File: config.mk
export PLATFORM = sky130hd
export DESIGN_NAME = ysyx_25040129_wbu_flat
export DESIGN_NICKNAME = d
export VERILOG_FILES = /design/src/rtl/ysyx_25040129_pkg.sv /design/src/rtl/ysyx_25040129_wbu_if.sv /design/src/rtl/ysyx_25040129_regfile.sv /design/src/rtl/ysyx_25040129_wbu.sv /design/src/flat_wrapper.sv
export SDC_FILE = /design/constraint.sdc
export NUM_CORES = 2
export LEC_CHECK = 0
export CAP_MARGIN = 25
export CORE_MARGIN = 1.5
export CORE_UTILIZATION = 64
export DETAILED_ROUTE_END_ITERATION = 10
export DONT_BUFFER_PORTS = 1
export PLACE_DENSITY = 0.8
export SLEW_MARGIN = 20
export SYNTH_ARGS = -nofsm -noshare
export SYNTH_HDL_FRONTEND = slang
export SYNTH_SLANG_ARGS = --single-unit
File: constraint.sdc
create_clock -name clk -period 32.9 [get_ports clk]
set_input_delay 1.645 -clock clk [delete_from_list [all_inputs] [get_ports clk]]
set_output_delay 1.645 -clock clk [all_outputs]
set_load 0.01 [all_outputs]
File: src/rtl/ysyx_25040129_pkg.sv
// Shared definitions for the write-back unit: CSR map, reset constants, FSM encoding.
package ysyx_25040129_pkg;

    localparam int WBU_REGS_DIG = 4;
    localparam int WBU_CSR_DIG  = 12;

    localparam logic [WBU_CSR_DIG-1:0] CSR_MSTATUS  = 12'h300;
    localparam logic [WBU_CSR_DIG-1:0] CSR_MTVEC    = 12'h305;
    localparam logic [WBU_CSR_DIG-1:0] CSR_MSCRATCH = 12'h340;
    localparam logic [WBU_CSR_DIG-1:0] CSR_MEPC     = 12'h341;
    localparam logic [WBU_CSR_DIG-1:0] CSR_MCAUSE   = 12'h342;
    localparam logic [WBU_CSR_DIG-1:0] CSR_SATP     = 12'h180;

    localparam logic [31:0] MCAUSE_ECALL_M = 32'd11;
    localparam logic [31:0] MSTATUS_RESET  = 32'h0000_1800;

    typedef enum logic [1:0] {
        IDLE     = 2'd0,
        WRITE    = 2'd1,
        REDIRECT = 2'd2
    } wbu_state_e;

    function automatic logic csr_is_implemented(input logic [WBU_CSR_DIG-1:0] addr);
        case (addr)
            CSR_MSTATUS, CSR_MTVEC, CSR_MSCRATCH,
            CSR_MEPC, CSR_MCAUSE, CSR_SATP: csr_is_implemented = 1'b1;
            default:                        csr_is_implemented = 1'b0;
        endcase
    endfunction

endpackage

File: src/rtl/ysyx_25040129_wbu_if.sv
// LSU-to-WBU retire channel plus the WBU-to-fetch redirect channel.
interface ysyx_25040129_wbu_if #(
    parameter int REGS_DIG = ysyx_25040129_pkg::WBU_REGS_DIG,
    parameter int CSR_DIG  = ysyx_25040129_pkg::WBU_CSR_DIG
);
    logic                is_req_valid_from_lsu;
    logic                is_req_ready_to_lsu;
    logic [31:0]         pc_in_wbu;
    logic [31:0]         result_in_wbu;
    logic [31:0]         csrrw_csr_write_data_in_wbu;
    logic                reg_write_in_wbu;
    logic [REGS_DIG-1:0] rd_in_wbu;
    logic                csr_write_in_wbu;
    logic [CSR_DIG-1:0]  csr_addr_in_wbu;
    logic                ecall_in_wbu;
    logic                mret_in_wbu;
    logic                is_branch_in_wbu;
    logic                fence_i_in_wbu;
    logic [31:0]         branch_target_in_wbu;

    logic                redirect_valid;
    logic                redirect_ready;
    logic [31:0]         redirect_pc;
    logic                redirect_fence_i;

    // The master side is the surrounding pipeline (LSU + fetch), the slave side is the WBU.
    modport master (
        output is_req_valid_from_lsu, pc_in_wbu, result_in_wbu, csrrw_csr_write_data_in_wbu,
               reg_write_in_wbu, rd_in_wbu, csr_write_in_wbu, csr_addr_in_wbu,
               ecall_in_wbu, mret_in_wbu, is_branch_in_wbu, fence_i_in_wbu,
               branch_target_in_wbu, redirect_ready,
        input  is_req_ready_to_lsu, redirect_valid, redirect_pc, redirect_fence_i
    );

    modport slave (
        input  is_req_valid_from_lsu, pc_in_wbu, result_in_wbu, csrrw_csr_write_data_in_wbu,
               reg_write_in_wbu, rd_in_wbu, csr_write_in_wbu, csr_addr_in_wbu,
               ecall_in_wbu, mret_in_wbu, is_branch_in_wbu, fence_i_in_wbu,
               branch_target_in_wbu, redirect_ready,
        output is_req_ready_to_lsu, redirect_valid, redirect_pc, redirect_fence_i
    );

endinterface

File: src/rtl/ysyx_25040129_regfile.sv
// General-purpose register file: two combinational read ports, one write port, x0 hardwired to zero.
module ysyx_25040129_regfile #(
    parameter int REGS_DIG = 4
) (
    input  logic                clk,
    input  logic                rst,
    input  logic                we,
    input  logic [REGS_DIG-1:0] waddr,
    input  logic [31:0]         wdata,
    input  logic [REGS_DIG-1:0] raddr1,
    output logic [31:0]         rdata1,
    input  logic [REGS_DIG-1:0] raddr2,
    output logic [31:0]         rdata2
);

    localparam int NREGS = 1 << REGS_DIG;

    logic [31:0] regs [NREGS];

    always_ff @(posedge clk or posedge rst) begin
        if (rst) begin
            for (int i = 0; i < NREGS; i++) begin
                regs[i] <= '0;
            end
        end else if (we && (waddr != '0)) begin
            regs[waddr] <= wdata;
        end
    end

    assign rdata1 = (raddr1 == '0) ? 32'd0 : regs[raddr1];
    assign rdata2 = (raddr2 == '0) ? 32'd0 : regs[raddr2];

endmodule

File: src/rtl/ysyx_25040129_wbu.sv
// Write-back stage: commits GPR/CSR state, redirects fetch on ecall/mret/branch/fence.i.
// Optional commit trace ports and counter are enabled by YSYX_25040129_COMMIT_TRACE_EN.
module ysyx_25040129_wbu
    import ysyx_25040129_pkg::*;
#(
    parameter int REGS_DIG = WBU_REGS_DIG,
    parameter int CSR_DIG  = WBU_CSR_DIG
) (
    input  logic                clk,
    input  logic                rst,
    ysyx_25040129_wbu_if.slave  wbu,
    input  logic [REGS_DIG-1:0] rs1_addr,
    input  logic [REGS_DIG-1:0] rs2_addr,
    output logic [31:0]         rs1_data,
    output logic [31:0]         rs2_data,
    input  logic [CSR_DIG-1:0]  csr_raddr,
    output logic [31:0]         csr_rdata,
`ifdef YSYX_25040129_COMMIT_TRACE_EN
    input  logic [31:0]         inst_in_wbu,
    output logic [31:0]         pc_out_wbu,
    output logic [31:0]         inst_out_wbu,
    output logic [63:0]         commit_count,
`endif
    output logic                retire
);

    wbu_state_e state, state_next;

    logic [31:0]         pc_q, result_q, csr_wdata_q, target_q;
    logic                reg_write_q, csr_write_q, ecall_q, mret_q, branch_q, fence_i_q;
    logic [REGS_DIG-1:0] rd_q;
    logic [CSR_DIG-1:0]  csr_addr_q;
    logic [31:0]         redirect_pc_q;

    logic [31:0] mstatus, mtvec, mscratch, mepc, mcause, satp;

    logic        accept, committing, redirecting, csr_we;
    logic [31:0] redirect_target;

    assign accept      = (state == IDLE) && wbu.is_req_valid_from_lsu;
    assign committing  = (state == WRITE);
    assign redirecting = ecall_q || mret_q || branch_q || fence_i_q;
    assign csr_we      = committing && csr_write_q && csr_is_implemented(csr_addr_q);

    always_ff @(posedge clk or posedge rst) begin
        if (rst) begin
            state <= IDLE;
        end else begin
            state <= state_next;
        end
    end

    always_comb begin
        state_next              = state;
        wbu.is_req_ready_to_lsu = 1'b0;
        wbu.redirect_valid      = 1'b0;
        retire                  = 1'b0;
        case (state)
            IDLE: begin
                wbu.is_req_ready_to_lsu = 1'b1;
                if (wbu.is_req_valid_from_lsu) state_next = WRITE;
            end
            WRITE: begin
                retire     = 1'b1;
                state_next = redirecting ? REDIRECT : IDLE;
            end
            REDIRECT: begin
                wbu.redirect_valid = 1'b1;
                if (wbu.redirect_ready) state_next = IDLE;
            end
            default: state_next = IDLE;
        endcase
    end

    always_ff @(posedge clk or posedge rst) begin
        if (rst) begin
            pc_q        <= '0;
            result_q    <= '0;
            csr_wdata_q <= '0;
            target_q    <= '0;
            reg_write_q <= 1'b0;
            rd_q        <= '0;
            csr_write_q <= 1'b0;
            csr_addr_q  <= '0;
            ecall_q     <= 1'b0;
            mret_q      <= 1'b0;
            branch_q    <= 1'b0;
            fence_i_q   <= 1'b0;
        end else if (accept) begin
            pc_q        <= wbu.pc_in_wbu;
            result_q    <= wbu.result_in_wbu;
            csr_wdata_q <= wbu.csrrw_csr_write_data_in_wbu;
            target_q    <= wbu.branch_target_in_wbu;
            reg_write_q <= wbu.reg_write_in_wbu;
            rd_q        <= wbu.rd_in_wbu;
            csr_write_q <= wbu.csr_write_in_wbu;
            csr_addr_q  <= wbu.csr_addr_in_wbu;
            ecall_q     <= wbu.ecall_in_wbu;
            mret_q      <= wbu.mret_in_wbu;
            branch_q    <= wbu.is_branch_in_wbu;
            fence_i_q   <= wbu.fence_i_in_wbu;
        end
    end

    // Target uses the pre-commit mtvec/mepc, so it is captured at the same edge the CSRs commit.
    always_comb begin
        redirect_target = target_q;
        if (ecall_q)     redirect_target = mtvec;
        else if (mret_q) redirect_target = mepc;
    end

    always_ff @(posedge clk or posedge rst) begin
        if (rst) begin
            redirect_pc_q <= '0;
        end else if (committing && redirecting) begin
            redirect_pc_q <= redirect_target;
        end
    end

    assign wbu.redirect_pc      = redirect_pc_q;
    assign wbu.redirect_fence_i = fence_i_q;

    // Trap bookkeeping is applied after the generic CSR write so ecall wins on mepc/mcause.
    always_ff @(posedge clk or posedge rst) begin
        if (rst) begin
            mstatus  <= MSTATUS_RESET;
            mtvec    <= '0;
            mscratch <= '0;
            mepc     <= '0;
            mcause   <= '0;
            satp     <= '0;
        end else if (committing) begin
            if (csr_we) begin
                case (csr_addr_q)
                    CSR_MSTATUS:  mstatus  <= csr_wdata_q;
                    CSR_MTVEC:    mtvec    <= csr_wdata_q;
                    CSR_MSCRATCH: mscratch <= csr_wdata_q;
                    CSR_MEPC:     mepc     <= csr_wdata_q;
                    CSR_MCAUSE:   mcause   <= csr_wdata_q;
                    CSR_SATP:     satp     <= csr_wdata_q;
                    default: ;
                endcase
            end
            if (ecall_q) begin
                mepc   <= pc_q;
                mcause <= MCAUSE_ECALL_M;
            end
        end
    end

    always_comb begin
        case (csr_raddr)
            CSR_MSTATUS:  csr_rdata = mstatus;
            CSR_MTVEC:    csr_rdata = mtvec;
            CSR_MSCRATCH: csr_rdata = mscratch;
            CSR_MEPC:     csr_rdata = mepc;
            CSR_MCAUSE:   csr_rdata = mcause;
            CSR_SATP:     csr_rdata = satp;
            default:      csr_rdata = 32'd0;
        endcase
    end

    ysyx_25040129_regfile #(
        .REGS_DIG (REGS_DIG)
    ) u_regfile (
        .clk    (clk),
        .rst    (rst),
        .we     (committing && reg_write_q),
        .waddr  (rd_q),
        .wdata  (result_q),
        .raddr1 (rs1_addr),
        .rdata1 (rs1_data),
        .raddr2 (rs2_addr),
        .rdata2 (rs2_data)
    );

`ifdef YSYX_25040129_COMMIT_TRACE_EN
    logic [31:0] inst_q;

    always_ff @(posedge clk or posedge rst) begin
        if (rst) begin
            inst_q       <= '0;
            commit_count <= '0;
        end else begin
            if (accept)     inst_q       <= inst_in_wbu;
            if (committing) commit_count <= commit_count + 64'd1;
        end
    end

    assign pc_out_wbu   = pc_q;
    assign inst_out_wbu = inst_q;
`endif

endmodule

File: src/flat_wrapper.sv
// flat-port wrapper written by rule: the top's interface ports become plain ports
module ysyx_25040129_wbu_flat import ysyx_25040129_pkg::*;
#(
    parameter int REGS_DIG = WBU_REGS_DIG,
    parameter int CSR_DIG  = WBU_CSR_DIG
)
  (clk, rst, rs1_addr, rs2_addr, rs1_data, rs2_data, csr_raddr, csr_rdata, retire, wbu_is_req_valid_from_lsu, wbu_pc_in_wbu, wbu_result_in_wbu, wbu_csrrw_csr_write_data_in_wbu, wbu_reg_write_in_wbu, wbu_rd_in_wbu, wbu_csr_write_in_wbu, wbu_csr_addr_in_wbu, wbu_ecall_in_wbu, wbu_mret_in_wbu, wbu_is_branch_in_wbu, wbu_fence_i_in_wbu, wbu_branch_target_in_wbu, wbu_redirect_ready, wbu_is_req_ready_to_lsu, wbu_redirect_valid, wbu_redirect_pc, wbu_redirect_fence_i);
  ysyx_25040129_wbu_if #(.REGS_DIG(REGS_DIG), .CSR_DIG(CSR_DIG)) wbu_i ();
  input  logic clk;
  input  logic rst;
  input  logic [REGS_DIG-1:0] rs1_addr;
  input  logic [REGS_DIG-1:0] rs2_addr;
  output logic [31:0] rs1_data;
  output logic [31:0] rs2_data;
  input  logic [CSR_DIG-1:0] csr_raddr;
  output logic [31:0] csr_rdata;
  output logic retire;
  input wire logic [$bits(wbu_i.is_req_valid_from_lsu)-1:0] wbu_is_req_valid_from_lsu;
  input wire logic [$bits(wbu_i.pc_in_wbu)-1:0] wbu_pc_in_wbu;
  input wire logic [$bits(wbu_i.result_in_wbu)-1:0] wbu_result_in_wbu;
  input wire logic [$bits(wbu_i.csrrw_csr_write_data_in_wbu)-1:0] wbu_csrrw_csr_write_data_in_wbu;
  input wire logic [$bits(wbu_i.reg_write_in_wbu)-1:0] wbu_reg_write_in_wbu;
  input wire logic [$bits(wbu_i.rd_in_wbu)-1:0] wbu_rd_in_wbu;
  input wire logic [$bits(wbu_i.csr_write_in_wbu)-1:0] wbu_csr_write_in_wbu;
  input wire logic [$bits(wbu_i.csr_addr_in_wbu)-1:0] wbu_csr_addr_in_wbu;
  input wire logic [$bits(wbu_i.ecall_in_wbu)-1:0] wbu_ecall_in_wbu;
  input wire logic [$bits(wbu_i.mret_in_wbu)-1:0] wbu_mret_in_wbu;
  input wire logic [$bits(wbu_i.is_branch_in_wbu)-1:0] wbu_is_branch_in_wbu;
  input wire logic [$bits(wbu_i.fence_i_in_wbu)-1:0] wbu_fence_i_in_wbu;
  input wire logic [$bits(wbu_i.branch_target_in_wbu)-1:0] wbu_branch_target_in_wbu;
  input wire logic [$bits(wbu_i.redirect_ready)-1:0] wbu_redirect_ready;
  output wire logic [$bits(wbu_i.is_req_ready_to_lsu)-1:0] wbu_is_req_ready_to_lsu;
  output wire logic [$bits(wbu_i.redirect_valid)-1:0] wbu_redirect_valid;
  output wire logic [$bits(wbu_i.redirect_pc)-1:0] wbu_redirect_pc;
  output wire logic [$bits(wbu_i.redirect_fence_i)-1:0] wbu_redirect_fence_i;
  assign wbu_i.is_req_valid_from_lsu = wbu_is_req_valid_from_lsu;
  assign wbu_i.pc_in_wbu = wbu_pc_in_wbu;
  assign wbu_i.result_in_wbu = wbu_result_in_wbu;
  assign wbu_i.csrrw_csr_write_data_in_wbu = wbu_csrrw_csr_write_data_in_wbu;
  assign wbu_i.reg_write_in_wbu = wbu_reg_write_in_wbu;
  assign wbu_i.rd_in_wbu = wbu_rd_in_wbu;
  assign wbu_i.csr_write_in_wbu = wbu_csr_write_in_wbu;
  assign wbu_i.csr_addr_in_wbu = wbu_csr_addr_in_wbu;
  assign wbu_i.ecall_in_wbu = wbu_ecall_in_wbu;
  assign wbu_i.mret_in_wbu = wbu_mret_in_wbu;
  assign wbu_i.is_branch_in_wbu = wbu_is_branch_in_wbu;
  assign wbu_i.fence_i_in_wbu = wbu_fence_i_in_wbu;
  assign wbu_i.branch_target_in_wbu = wbu_branch_target_in_wbu;
  assign wbu_i.redirect_ready = wbu_redirect_ready;
  assign wbu_is_req_ready_to_lsu = wbu_i.is_req_ready_to_lsu;
  assign wbu_redirect_valid = wbu_i.redirect_valid;
  assign wbu_redirect_pc = wbu_i.redirect_pc;
  assign wbu_redirect_fence_i = wbu_i.redirect_fence_i;
  ysyx_25040129_wbu #(.REGS_DIG(REGS_DIG), .CSR_DIG(CSR_DIG)) u_core (.clk(clk), .rst(rst), .wbu(wbu_i), .rs1_addr(rs1_addr), .rs2_addr(rs2_addr), .rs1_data(rs1_data), .rs2_data(rs2_data), .csr_raddr(csr_raddr), .csr_rdata(csr_rdata), .retire(retire));
endmodule
==> results.yml <==
timing:
  fmax_ghz: 0.2007
  rsz0062_at_grt: "false"
  maxSlewViolCount: 0
  finalCriticalPeriod_ns: 4.984
  post-route-period-util_pct: 15.15
  tns_ns: 0
  hold_viol_final: 0
  relSlewSlack_pct: 28.97
  worst_pin_slew_ns: 1.065
  fin_skew_ns: 0.03433
  final-setup-viol-count: 0
critical_path:
  cp-start-kind: "input pin"
  worst_path_max_delay_cell: "nor2b_2"
  path_cells: "nor2b_2 -> buf_4 -> a221o_1"
  crit_required_ns: 31.25
  cp_top_family: "simple AND/OR/NAND/NOR gates"
  worstPathArrival_ns: 3.34
  slowest_delay_ns: 0.75
  worstSetupEndpointType: "output port"
  worstSetupPathType: "in -> out"
  path_buf_inv: 1
  crit_path_max_fanout: 36
die:
  rows: 93
  die_w_um: 259.8
  fp.dieArea_um2: 67510
  die_h_um: 259.8
  ios: 306
  initial_core_util_pct: 65.13
  coreArea_um2: 64810
clock_network:
  cts_setup_buffers: 0
  cts_tree: "yes"
  cts-htree-levels: 3
  clk_latency_ns: 0.65
  cts_sinks: 856
  cts_buffers: 88
  root_buffer: "clkbuf_16"
  cts.path.max_buffers: 3
  clkSlewWorstSetupHoldPaths_ns: 0.06
  cts_hold_buffers: 0
  cts_resized: 0
synthesis:
  synth-edff-count: 0
  yosys_warnings: 0
  synth.distinct_cells: 54
  synth-simple-area-share_pct: 3.320
  synth_xor_area_share_pct: 0
  synth_top_area_cell: "dfrtp_1"
  ys_ff_latch: 856
  async_flop_share_pct: 100.0
  synthAdderAreaFrac_pct: 0
  synth_ff_type: "dfrtp_1"
  netlist_instances: 2895
  synthTopCellsByCount: "dfrtp_1, mux2_2, mux4_2"
  ys_seq_area_share_pct: 50.75
  avgSynthCellArea_um2: 14.58
  syn_area_um2: 42210
  synth_mux_area_share_pct: 36.02
  yosys-top-cells-area: "dfrtp_1, mux2_2, mux4_2"
  yosysTopAreaCellShare_pct: 50.62
  synth_top_family_by_area: "multiplexers"
  synth-compound-area-share_pct: 6.675
  yosysMostFrequentCell: "dfrtp_1"
  synthesis.nets: 3069
layout:
  fill_cells: 4101
  drive_gt1_share_pct: 45.51
  fin_area_um2: 45370
  syn_to_final_growth_pct: 7.472
  fin_nets: 2931
detailed_routing:
  final_antenna_net_count: 0
  routed.top_layer: "met5"
  drtIter0Drc: 2425
  wl_met1_mm: 43.03
  firstDrtPassIters: 6
  wirelength_mm: 113.1
  wl_met3_mm: 10.50
  wl_per_cell_um: 30.61
  wl_met2_mm: 54.51
  viasPerCell: 7.216
  num_vias: 26660
  drc: 0
global_route:
  antenna_found_initial: 24
  grt.overflow.total: 0
  grt_max_degree: 183
  grt_use_total_pct: 33.87
  grt_pass1_vias: 27810
  grt_pass1_wl_mm: 173.6
hold_path:
  hp-class: "reg -> reg"
placement:
  place.gp.congestion: 0.8600
  placed_area_um2: 42420
  place_hpwl_mm: 66.27
  io_buffer_count: 0
power:
  leakage_uw: 0.02035
  vdd_drop_max_mv: 0.06492
  powerDensity_nw_per_um2: 84.75
run_status:
  outcome: "complete, no violations"
run:
  drv_cap: 0
[cells by family (layout without fill, tap and decap cells)]
logic type,after synthesis,after routing
DFF,856,856
muxes,1142,1142
buffers and inverters,278,213
other,0,10
and+or+nand+nor,255,255
AOI/OAI and AO/OA,364,364
[through the flow]
| step | std cells | utilization, % | setup WS (ns) | hold WS [ns] | total power [µW] |
|---|---|---|---|---|---|
| after floorplan | 2895 | - | 7.205 | 0.4590 | 2551 |
| after global placement | 3521 | 65.42 | 27.93 | 0.4674 | 2728 |
| after detailed placement | 3522 | 65.44 | 27.78 | 0.4753 | 2826 |
| after CTS | 3685 | 69.94 | 27.97 | 0.4883 | 3839 |
| after global routing | 3692 | 69.99 | 27.89 | 0.5075 | 4017 |
| final | 3695 | 70.00 | 27.92 | 0.4872 | 3845 |
[worst paths after layout]
check                                            start                                endpoint  slack, ns  depth (start not counted)
setup / recovery                           rs1_addr[3]                            rs1_data[29]      27.92                          3
hold / removal              u_core.satp[6]$_DFFE_PP0P_              u_core.satp[6]$_DFFE_PP0P_       0.49                          1
setup reg to reg           u_core.state[1]$_DFFE_PP0P_  u_core.u_regfile.regs[184]$_DFFE_PP0P_      29.71                          6
hold reg to reg             u_core.satp[6]$_DFFE_PP0P_              u_core.satp[6]$_DFFE_PP0P_       0.49                          1
max in group asynchronous                          rst              u_core.ecall_q$_DFFE_PP0P_      28.70                          4
min in group asynchronous                          rst  u_core.u_regfile.regs[102]$_DFFE_PP0P_       1.01                          1
[area by class of cell]
cell class	count	area (µm²)	area share (%)
Antenna cell	10	25.02	0.05516
Clock buffer	132	2567	5.659
Clock inverter	31	349.1	0.7694
Inverter	6	30.03	0.06619
Multi-Input combinational cell	1761	19530	43.04
Sequential cell	856	21430	47.23
Tap cell	855	1070	2.358
Timing Repair Buffer	44	374.1	0.8246
[worst register-to-register path: cells and delay by family, from the launching register on]
kind,cells,cell delay [ns]
and+or+nand+nor,3,1.42
buffers and inverters,2,0.82
DFF,1,0.42
muxes,1,0.41
[flip-flops by register name, summed over array words and instances, names as in the netlist, 2 cells and up]
| name | flops |
|---|---|
| u_core.mcause | 32 |
| u_core.satp | 32 |
| u_core.csr_wdata_q | 32 |
| u_core.u_regfile.regs | 480 |
| u_core.csr_addr_q | 12 |
| u_core.mstatus | 32 |
| u_core.wbu.redirect_pc | 32 |
| u_core.result_q | 32 |
| u_core.target_q | 32 |
| u_core.rd_q | 4 |
| u_core.state | 2 |
| u_core.mscratch | 32 |
| u_core.mepc | 32 |
| u_core.mtvec | 32 |
| u_core.pc_q | 32 |
[routing by layer]
metal | vias to the layer above | global-route usage, %
met5 | - | 0
met4 | 30 | 15.10
met3 | 364 | 9.288
met2 | 1347 | 52.82
met1 | 14120 | 44.72
li1 | 10800 | -
[layout by cell type (no fill, tap or decap), drive strengths merged, types with 4 or more instances in the layout]
cell     instances
a211oi           4
a21oi           39
a221o           60
a221oi          60
a22o            29
a22oi           66
a2bb2oi         32
and3             5
buf             44
bufinv           4
clkbuf         132
clkinv          20
dfrtp          854
diode           10
inv             11
mux2           916
mux2i           34
mux4           192
nand2           42
nand2b           6
nor2            45
nor2b           68
nor3            66
o21ai           35
o22ai           34
[where the power goes]
group | leakage (µW) | internal, µW | total (µW) | switching, µW
registers | 0.0113 | 1430 | 1860 | 427
logic | 0.00764 | 605 | 975 | 370
clock network | 0.00144 | 576 | 1010 | 433
Power figures use the tool's default switching activity.
